**config.mk**
```make
export PLATFORM = sky130hd
export DESIGN_NAME = hypot_req_arbiter
export DESIGN_NICKNAME = d
export VERILOG_FILES = /design/src/rtl/hypot_req_arbiter.sv
export SDC_FILE = /design/constraint.sdc
export NUM_CORES = 1
export LEC_CHECK = 0
export ABC_AREA = 1
export CORE_UTILIZATION = 65
export DETAILED_ROUTE_END_ITERATION = 6
export DONT_BUFFER_PORTS = 1
export PLACE_DENSITY_LB_ADDON = 0.12
export SETUP_SLACK_MARGIN = 0.1
export SLEW_MARGIN = 20
export SYNTH_ARGS = -nofsm -noshare
export SYNTH_HDL_FRONTEND = slang
export SYNTH_SLANG_ARGS = --single-unit
```
**constraint.sdc**
```tcl
create_clock -name clk -period 3.6 [get_ports clk]
set_input_delay 0.36 -clock clk [delete_from_list [all_inputs] [get_ports clk]]
set_output_delay 0.36 -clock clk [all_outputs]
set_load 0.01 [all_outputs]
```
**src/rtl/hypot_req_arbiter.sv**
```systemverilog
// hypot_req_arbiter: round-robin share of one multi-cycle hypotenuse engine among NREQ requesters
// req_valid/req_x/req_y -> req_ready accept pulse; eng_start/eng_x/eng_y -> engine, eng_done/eng_result <- engine;
// rsp_valid/rsp_data/rsp_err per-requester response pulse; busy = not idle; grant_id = current or last grant.
module hypot_req_arbiter #(
  parameter int NREQ = 4,
  parameter int W = 8,
  parameter int TIMEOUT = 64
) (
  input  logic                    clk,
  input  logic                    rst,
  input  logic [NREQ-1:0]         req_valid,
  input  logic [NREQ*W-1:0]       req_x,
  input  logic [NREQ*W-1:0]       req_y,
  output logic [NREQ-1:0]         req_ready,
  output logic                    eng_start,
  output logic [W-1:0]            eng_x,
  output logic [W-1:0]            eng_y,
  input  logic                    eng_done,
  input  logic [W-1:0]            eng_result,
  output logic [NREQ-1:0]         rsp_valid,
  output logic [W-1:0]            rsp_data,
  output logic                    rsp_err,
  output logic                    busy,
  output logic [$clog2(NREQ)-1:0] grant_id
);
  localparam int GW = $clog2(NREQ);
  localparam int TW = $clog2(TIMEOUT);
  typedef enum logic [1:0] {IDLE, ISSUE, WAIT, RESP} state_t;
  state_t state, state_n;
  logic [GW-1:0] last_grant, pick, idx;
  logic [TW-1:0] timer;
  logic found, timeout;
  assign timeout = timer == TW'(TIMEOUT - 1);
  // descending scan so the nearest index after last_grant is the one left in pick
  always_comb begin
    pick = last_grant;
    idx = last_grant;
    found = 1'b0;
    for (int k = NREQ; k >= 1; k--) begin
      idx = GW'((int'(last_grant) + k) % NREQ);
      if (req_valid[idx]) begin
        pick = idx;
        found = 1'b1;
      end
    end
  end
  always_comb begin
    state_n = state;
    unique case (state)
      IDLE:  state_n = found ? ISSUE : IDLE;
      ISSUE: state_n = WAIT;
      WAIT:  state_n = (eng_done || timeout) ? RESP : WAIT;
      RESP:  state_n = IDLE;
    endcase
  end
  always_ff @(posedge clk)
    if (rst) state <= IDLE;
    else state <= state_n;
  always_ff @(posedge clk) begin
    if (rst) begin
      req_ready <= '0;
      eng_start <= 1'b0;
      eng_x <= '0;
      eng_y <= '0;
      rsp_valid <= '0;
      rsp_data <= '0;
      rsp_err <= 1'b0;
      busy <= 1'b0;
      grant_id <= '0;
      timer <= '0;
      last_grant <= GW'(NREQ - 1);
    end else begin
      req_ready <= '0;
      eng_start <= 1'b0;
      rsp_valid <= '0;
      busy <= state_n != IDLE;
      timer <= state == WAIT ? timer + TW'(1) : '0;
      if (state == IDLE && found) begin
        grant_id <= pick;
        eng_x <= req_x[pick*W +: W];
        eng_y <= req_y[pick*W +: W];
        req_ready <= NREQ'(1) << pick;
        eng_start <= 1'b1;
      end
      // done beats timeout when both land in the same cycle
      if (state == WAIT && (eng_done || timeout)) begin
        rsp_data <= eng_done ? eng_result : '0;
        rsp_err <= !eng_done;
        rsp_valid <= NREQ'(1) << grant_id;
      end
      if (state == RESP) last_grant <= grant_id;
    end
  end
endmodule

```
# After elaboration in Yosys (flattened, before gate mapping)
# Cells that the tools add are included.
[classes]
n_addsub = 5
order_cmp = 4
eq_ne = 4
shifts = 4
n_mux = 21
n_bitwise = 3
n_reduce_logical = 9
[op_table]
columns = ["operator", "n"]
rows = [
  ["$shiftx A32 B6 Y8", 2],
  ["$lt A2 B3 Y1 const B", 4],
  ["$mux W1", 11],
  ["$bmux W1 S2", 4],
  ["$mux W2", 4],
  ["$mux W8", 1],
  ["$pmux W2 S4", 1],
  ["$shl A1 B2 Y4 const A", 2],
  ["$add A6 B1 Y6 const B", 1],
  ["$eq A6 B6 Y1 const B", 1],
  ["$reduce_or A2 Y1", 3],
  ["$add A2 B1 Y2 const B", 2],
  ["$add A2 B2 Y2 const B", 2],
  ["$eq A2 B2 Y1 const B", 2],
  ["$not A1 Y1", 3],
  ["$eq A2 B1 Y1 const B", 1],
  ["$logic_and A1 B1 Y1", 2],
  ["$logic_not A2 Y1", 1],
  ["$reduce_bool A2 Y1", 1],
  ["$logic_not A1 Y1", 1],
  ["$logic_or A1 B1 Y1", 1],
]
[totals]
register_bits = 47
input_bits = 79
out_inout_bits = 37
wordCells = 62

# Depth between registers and ports, before layout
# Gate-level depths: netlist of the first run.
[depth]
depth_word = 10
ltp_mapped = 16
depth_no_buf = 14

# Worst setup path after synthesis of the first run
# OpenSTA, ideal clock, no wires.
[synth_path]
kind = "register to register"
from = "register last_grant[0]"
to = "register eng_x[5]"
setup_time_ns = 0.109
arrival_time_ns = 1.540
required_ns = 3.491
slack_ns = 1.951
path_stages_with_launch = 16
path_buffers = 2
synth_period_minus_slack_ns = 1.649
cell_sequence = "dfxtp_1 > buf_6 > inv_6 > nand2_2 > nand2_2 > nand2_4 > nand2_2 > inv_2 > nand2_2 > o21ai_4 > inv_4 > buf_8 > nand3_1 > nand3_1 > nand2_1 > inv_1"
[synth_between]
elab_chain_cells = 8
word_cells_on_any_way = 22
cone_classes = "4 x add/sub; 1 x shift; 16 x mux; 1 x reduce/logical"
[synth_rtl]
columns = ["element", "line", "rtl"]
rows = [
  ["from (decl)", "30", "logic [GW-1:0] last_grant, pick, idx;"],
  ["from (signal assigned)", "71", "last_grant <= GW'(NREQ - 1);"],
  ["from (signal assigned)", "91", "if (state == RESP) last_grant <= grant_id;"],
  ["$add A2 B1 Y2", "40", "idx = GW'((int'(last_grant) + k) % NREQ);"],
  ["$bmux W1 S2", "41", "if (req_valid[idx]) begin"],
  ["$mux W1 (implied by the code)", "41", ""],
  ["$mux W2 or $mux W1 (tied branches) (4 in series)", "41", ""],
  ["$shiftx A32 B6 Y8 or $logic_and A1 B1 Y1 (tied branches)", "80, 78", ""],
  ["to (signal assigned)", "80", "eng_x <= req_x[pick*W +: W];"],
  ["to (decl)", "16", "output logic [W-1:0] eng_x,"],
]
# Parallel ways exist; a longest one is shown, timed or not. The select of a mux whose other input is x is not followed.
# A chain may end at the register's enable or synchronous reset.

# Worst setup path after layout of the first run
[layout_path]
from = "register last_grant[0]"
to = "register eng_x[2]"
# The elaborated chain is that of the path after synthesis.

==> run summary, run 1 <==
Delay-heaviest family, CP: simple AND/OR/NAND/NOR gates
Worst Hold Depth: 1
Yosys Warn Count: 0
CTS tree: built
Met3 wire len: 498 um
Area fraction of the dominant cell type after synthesis: 33.9%
Mapped cell area: 2780 um2
# IOs: 116
CP Cell Sequence: inv_6 > nand2_1 > nand3_1 > nand2_1 > inv_1 > nand2_1 > nand3_2 > nand2_4 > nand2_1 > nand3_1 > nand3_1 > nand2_1 > inv_1
Port buffer count: 0
Mean post-synth cell area: 6.28 um2
Die height: 67.3 um
Final #Nets: 512
Row Count: 23
Status: completed
Clock Tree Buf Depth: 2
Fmax: 0.370 GHz
Area Growth Syn to Fin: 2.21%
Post-detailed-route count of antenna-violating nets: 0
Share of cells above drive strength 1: 6.98%
Post-CTS setup buffer count: 0
#FFs+latches synth: 47
Largest net degree at the start of global routing: 37
Largest area contributor in the netlist: dfxtp_1
Commonest non-fill, non-tap cells in the layout: inv_1, nand3_1, nand2_1, dfxtp_1, nor2_1
CTS sink cnt: 47
Final Critical Period: 2700 ps
Die Wd: 67.3 um
Root Driver: clkbuf_8
Drt wl/cell: 12.5 um
Initial antenna violation count: 0
Core Region: 4060 um2
Gpl congestion: 0.830
Rel. slew slack: 32.9%
Metal-1 WL: 2490 um
Tightest Hold Check Type: primary input to register
CP bufs+invs: 3
Crit-path max cell delay: 580 ps
Syn Inst Count: 442
CP required: 3810 ps
Period utilisation layout: 75.0%
Distinct cells, synth: 28
Met2 WL: 2970 um
Clk_lat worst skew: 300 ps
First-pass GRT wire length: 9580 um
Clk slew on worst S/H paths: 100 ps
Leading cell type in the layout, fill and taps excluded: inv_1
Max-slew violation count: 0
Dpl hpwl: 4220 um
Peak supply drop: 0.357 mV
Crit Path Max Fanout: 36
Top Layer Used: met4
RSZ-0062 raised after global routing: no
CP max-delay cell: nand2_4
Detailed Route Iter0 Violations: 109
Antenna diodes: 0
CP Capture Type: register
Synth top area cells: dfxtp_1, nand3_1, inv_1
Die area: 4530 um2
Non-Filler Instances: 480
# H-tree levels: 2
Maxcap violations: 0
Worst Path Arrival: 2910 ps
Register area share after synthesis: 33.9%
R2R Path Start: last_grant[0]
Worst-Margin Slew: 1010 ps
CTS resizes: 0
Min-delay src: rst
Worst reg-to-reg setup slack: 900 ps
P_leak: 1.62 nW
Setup CP Type: register to register
Inst Count DP: 472
Starting Density: 68.4%
Layout Skew: 8.73 ps
P per Cell Area: 653 nW/um2
Vias in the first global route: 2349
DR DRC count: 0
Reg-to-Reg End: eng_x[2]
DR vias: 2573
Worst reg-to-reg path cell count: 13
Final Setup Violations: 0
First-pass DRT Iterations: 4
Cell mode on critical path: nand2_1
CTS buffer count: 5
Total track usage: 27.3%
Worst setup SP type: register
Hold Violations, Final: 0
TNS Setup: 0 ps
# hold bufs at CTS: 0
Via density: 5.36
Total grt overflow: 0
Total wire length: 5980 um
Hold EP: rsp_data[5]
Mapped Nets: 525
==> layer usage <==
layer / global-route usage [%] / vias to the layer above
li1: - / 1318
met1: 30.7 / 1155
met2: 50.0 / 98
met3: 7.09 / 2
met4: 7.98 / 0
met5: 0 / -
==> cell type report <==
cell class / instances / area (um2)
tap: 50 / 62.6
sequential: 47 / 941
inverter: 104 / 398
multi-input combinational: 271 / 1320
clock inverter: 3 / 47.5
clock buffer: 5 / 68.8
fill: 360 / 1220
==> cell usage after synthesis, drive strengths merged <==
cell	number
nor3	2
buf	16
inv	104
o21bai	1
dfxtp	47
and3	1
o21ai	8
nand2	92
clkbuf	4
nand3	99
nor3b	1
nor2	46
a211oi	1
a21oi	15
o31ai	1
ha	4
==> state kept, by name (all words and copies together), names as in the netlist, 2 cells and up <==
| signal | count |
|---|---|
| eng_x | 8 |
| eng_y | 8 |
| grant_id | 2 |
| last_grant | 2 |
| req_ready | 4 |
| rsp_data | 8 |
| rsp_valid | 4 |
| state | 2 |
| timer | 6 |
==> power breakdown <==
part	total, mW	switching (mW)	internal, mW
logic	0.697	0.464	0.233
registers	0.753	0.125	0.628
clock network	0.402	0.192	0.211
==> worst reg2reg max path: cells and delay by family (launching register included) <==
family	cells	cell delay, ps
simple gates	10	1880
flops	1	570
buf+inv	3	180
==> stage by stage <==
stage / hold slack [ps] / cell area, um2 / power [mW] / util [%] / worst slack, ps
global placement: 431 / 2720 / 1.44 / 67.0 / 1050
finish: 118 / 2840 / 1.85 / 69.9 / 900
detailed placement: 437 / 2720 / 1.46 / 67.0 / 926
CTS: 118 / 2840 / 1.86 / 69.9 / 910
global route: 110 / 2840 / 2.00 / 69.9 / 609
floorplan: 418 / 2780 / 1.37 / - / 1950
==> worst max-delay path by stage <==
stage	from	end	slack, ps	cells past startpoint
floorplan	last_grant[0]	eng_x[5]	1950	15
global placement	last_grant[0]	eng_x[7]	1050	13
detailed placement	last_grant[0]	eng_x[7]	930	13
CTS	last_grant[0]	eng_x[7]	910	13
global route	last_grant[0]	eng_x[7]	610	13
finish	last_grant[0]	eng_x[2]	900	13
==> logic make-up (layout without fill, tap and decap cells) <==
family | Yosys count | in the layout | share of synthesized area [%]
and+or+nand+nor | 241 | 241 | 40.4
buffers and inverters | 124 | 112 | 18.6
DFF | 47 | 47 | 33.9
AOI/OAI and AO/OA | 26 | 26 | 5.37
adders and majority gates | 4 | 4 | 1.80
(Power assumes the default switching activity.)
==> run 2, diff against run 1 <==
--- a/config.mk
+++ b/config.mk
@@ -5,8 +5,8 @@
 export SDC_FILE = /design/constraint.sdc
 export NUM_CORES = 1
 export LEC_CHECK = 0
-export ABC_AREA = 1
-export CORE_UTILIZATION = 65
+export ABC_AREA = 0
+export CORE_UTILIZATION = 63
 export DETAILED_ROUTE_END_ITERATION = 6
 export DONT_BUFFER_PORTS = 1
 export PLACE_DENSITY_LB_ADDON = 0.12
==> constraint.sdc (replaced) <==
create_clock -name clk -period 2.7 [get_ports clk]
set_input_delay 0.27 -clock clk [delete_from_list [all_inputs] [get_ports clk]]
set_output_delay 0.27 -clock clk [all_outputs]
set_load 0.01 [all_outputs]
==> run 2 against run 1 <==
- utilization is 4.1 points lower
- fmax is 42% higher
- clock skew is 5.1 ps lower
- synthesized area is 12% lower
- routed wire length is 16% lower
- highest routed layer unchanged
==> run summary, run 2 <==
DR vias: 1896 (-26%)
Largest registers: eng_x: 8 flops, eng_y: 8 flops, rsp_data: 8 flops
First-pass DRT Iterations: 6 (+2)
Mean post-synth cell area: 9.45 um2 (+50%)
Worst setup SP type: register
Clk slew on worst S/H paths: 80 ps (-20 ps)
Worst reg-to-reg path cell count: 5 (-8)
Most common cell in the netlist: dfxtp_1
Distinct cells, synth: 43 (+54%)
Delay-heaviest family, CP: compound AO/OA/AOI/OAI gates
Worst reg-to-reg setup slack: 800 ps (-100 ps)
Yosys Warn Count: 0 (unchanged)
Detailed Route Iter0 Violations: 155 (+42%)
CP bufs+invs: 1 (-2)
Clock share of power: 23.3% (+1.6 points)
CP max-delay cell: dfxtp_1
Combinational fraction of design power: 24.4% (-13 points)
Root Driver: clkbuf_8
Peak supply drop: 0.399 mV (+12%)
Mapped Nets: 341 (-35%)
Maxcap violations: 0 (unchanged)
Drt wl/cell: 16.9 um (+36%)
Area Growth Syn to Fin: -0.359%
Status: completed
# IOs: 116 (unchanged)
Design area: 2430 um2 (-14%)
Switching share of power: 33.8% (-8.4 points)
Post-detailed-route count of antenna-violating nets: 0 (unchanged)
# H-tree levels: 2 (unchanged)
RSZ-0062 raised after global routing: no
Starting Density: 66.1% (-2.3 points)
Die area: 4120 um2 (-9.1%)
Sequential power share: 52.3% (+12 points)
Syn Inst Count: 258 (-42%)
Worst-Margin Slew: 688 ps (-317 ps)
First-pass GRT wire length: 7760 um (-19%)
Final Setup Violations: 0 (unchanged)
Most frequent cells after synthesis: dfxtp_1, and3_1, nand2_1
WHS: 33.7 ps (-84.7 ps)
Layout Skew: 3.67 ps (-5.06 ps)
Register Area: 941 um2 (unchanged)
P per Cell Area: 709 nW/um2 (+8.6%)
Hold EP: grant_id[0]
Largest net degree at the start of global routing: 35 (-5.4%)
Post-CTS setup buffer count: 0 (unchanged)
DR DRC count: 0 (unchanged)
R2R Path Start: last_grant[1]
Setup CP Type: register to register
Tightest Hold Check Type: primary input to register
Largest area contributor in the netlist: dfxtp_1
P_leak: 0.917 nW (-43%)
Total track usage: 24.4% (-2.9 points)
Antenna diodes: 0 (unchanged)
Total grt overflow: 0 (unchanged)
Worst Hold Depth: 1 (unchanged)
Final #Nets: 331 (-35%)
Pint: 1.14 mW (+6.5%)
Die Wd: 64.2 um (-4.7%)
Commonest non-fill, non-tap cells in the layout: dfxtp_1, and3_1, nand2_1, a211oi_1, a211oi_2
Synth top area cells: dfxtp_1, and3_1, a211oi_2
CTS sink cnt: 47 (unchanged)
Area fraction of the dominant cell type after synthesis: 38.6% (+4.7 points)
Initial antenna violation count: 0 (unchanged)
Final Critical Period: 1900 ps (-800 ps)
#FFs+latches synth: 47 (unchanged)
Min-delay src: rst
Rel. slew slack: 53.9% (+21 points)
Sw power: 582 uW (-25%)
CP Capture Type: register
CP required: 2880 ps (-930 ps)
Core Region: 3690 um2 (-9.1%)
Reg-to-Reg End: eng_y[0]
Post-synth EDFFs: 0 (unchanged)
Async SR Flop Fraction: 0% (unchanged)
# fillers: 323 (-10%)
CTS tree: built
Mapped cell area: 2440 um2 (-12%)
Row Count: 22 (-4.3%)
Area occupied by multi-input gates: 1310 um2 (-0.76%)
Share of cells above drive strength 1: 17.3% (+10 points)
CP Launch Point: last_grant[1]
TNS Setup: 0 ps (unchanged)
CP Cell Sequence: inv_1 > o211ai_4 > nand2_4 > a211oi_1 > o31ai_2
Max-slew violation count: 0 (unchanged)
Port buffer count: 0 (unchanged)
# hold bufs at CTS: 0 (unchanged)
Worst Path Arrival: 2080 ps (-830 ps)
Crit-path max cell delay: 440 ps (-140 ps)
CTS resizes: 0 (unchanged)
Clk_lat worst skew: 290 ps (about the same)
CTS buffer count: 5 (unchanged)
Post-place instance area: 2350 um2 (-14%)
Crit Path Max Fanout: 34 (-5.6%)
Total wire length: 5030 um (-16%)
Dpl hpwl: 3540 um (-16%)
Fmax: 0.526 GHz (+42%)
Hold Violations, Final: 0 (unchanged)
Register area share after synthesis: 38.6% (+4.7 points)
Leading cell type in the layout, fill and taps excluded: dfxtp_1
Vias in the first global route: 1634 (-30%)
Main synth FF type: dfxtp_1
Gpl congestion: 0.783 (-5.7%)
Total power: 1.72 mW (-7.0%)
Clock Tree Buf Depth: 2 (unchanged)
Via density: 6.38 (+19%)
Period utilisation layout: 70.4% (-4.6 points)
Die height: 64.2 um (-4.7%)
run 2: how the worst max path moves through the flow:
stage                           to  depth (start not counted)  slack [ps]
after floorplan               busy                          7        1200
after global placement    eng_y[0]                          4         830
after detailed placement  eng_y[0]                          5         800
after CTS                 eng_y[0]                          5         790
after global routing      eng_y[4]                          5         620
final                     eng_y[0]                          5         800
run 2: cell families (layout without fill, tap and decap cells):
family	count (synthesis)	after routing	share of synthesized area, %
xor gates and xnor gates	3	3	1.08
muxes	1	1	0.411
adders and majority gates	4	4	2.05
buffers and inverters	25	16	7.70
AOI/OAI and AO/OA	69	69	26.2
and+or+nand+nor	109	109	24.0
DFF	47	47	38.6
run 2: final cells by class:
cell class              count  share of cell area, %
clock buffers               7                   3.14
multi-input cells         186                   53.9
repair buffers              2                  0.618
well taps                  48                   2.47
flip-flops and latches     47                   38.7
clock inverters             1                  0.206
inverters                   6                  0.927
run 2: power by group through the flow:
stage | Combinational (mW) | Sequential [mW] | Clock [mW]
final | 0.420 | 0.901 | 0.401
after global routing | 0.468 | 0.914 | 0.437
after CTS | 0.421 | 0.903 | 0.411
after detailed placement | 0.420 | 0.919 | 0
after global placement | 0.411 | 0.917 | 0
after floorplan | 0.410 | 0.896 | 0
run 2: per-layer routing:
layer | part of all wire [%] | GRT usage (%)
met3 | 9.0 | 7.86
met2 | 46 | 37.1
met1 | 44 | 32.7
met5 | 0 | 0
met4 | 1.7 | 7.22
run 2: metrics by stage:
step,util (%),worst slack (ps),std cells
global placement,63.6,833,289
floorplan,-,1200,258
detailed placement,63.6,797,289
global route,65.8,616,297
finish,65.8,800,297
CTS,65.8,791,297
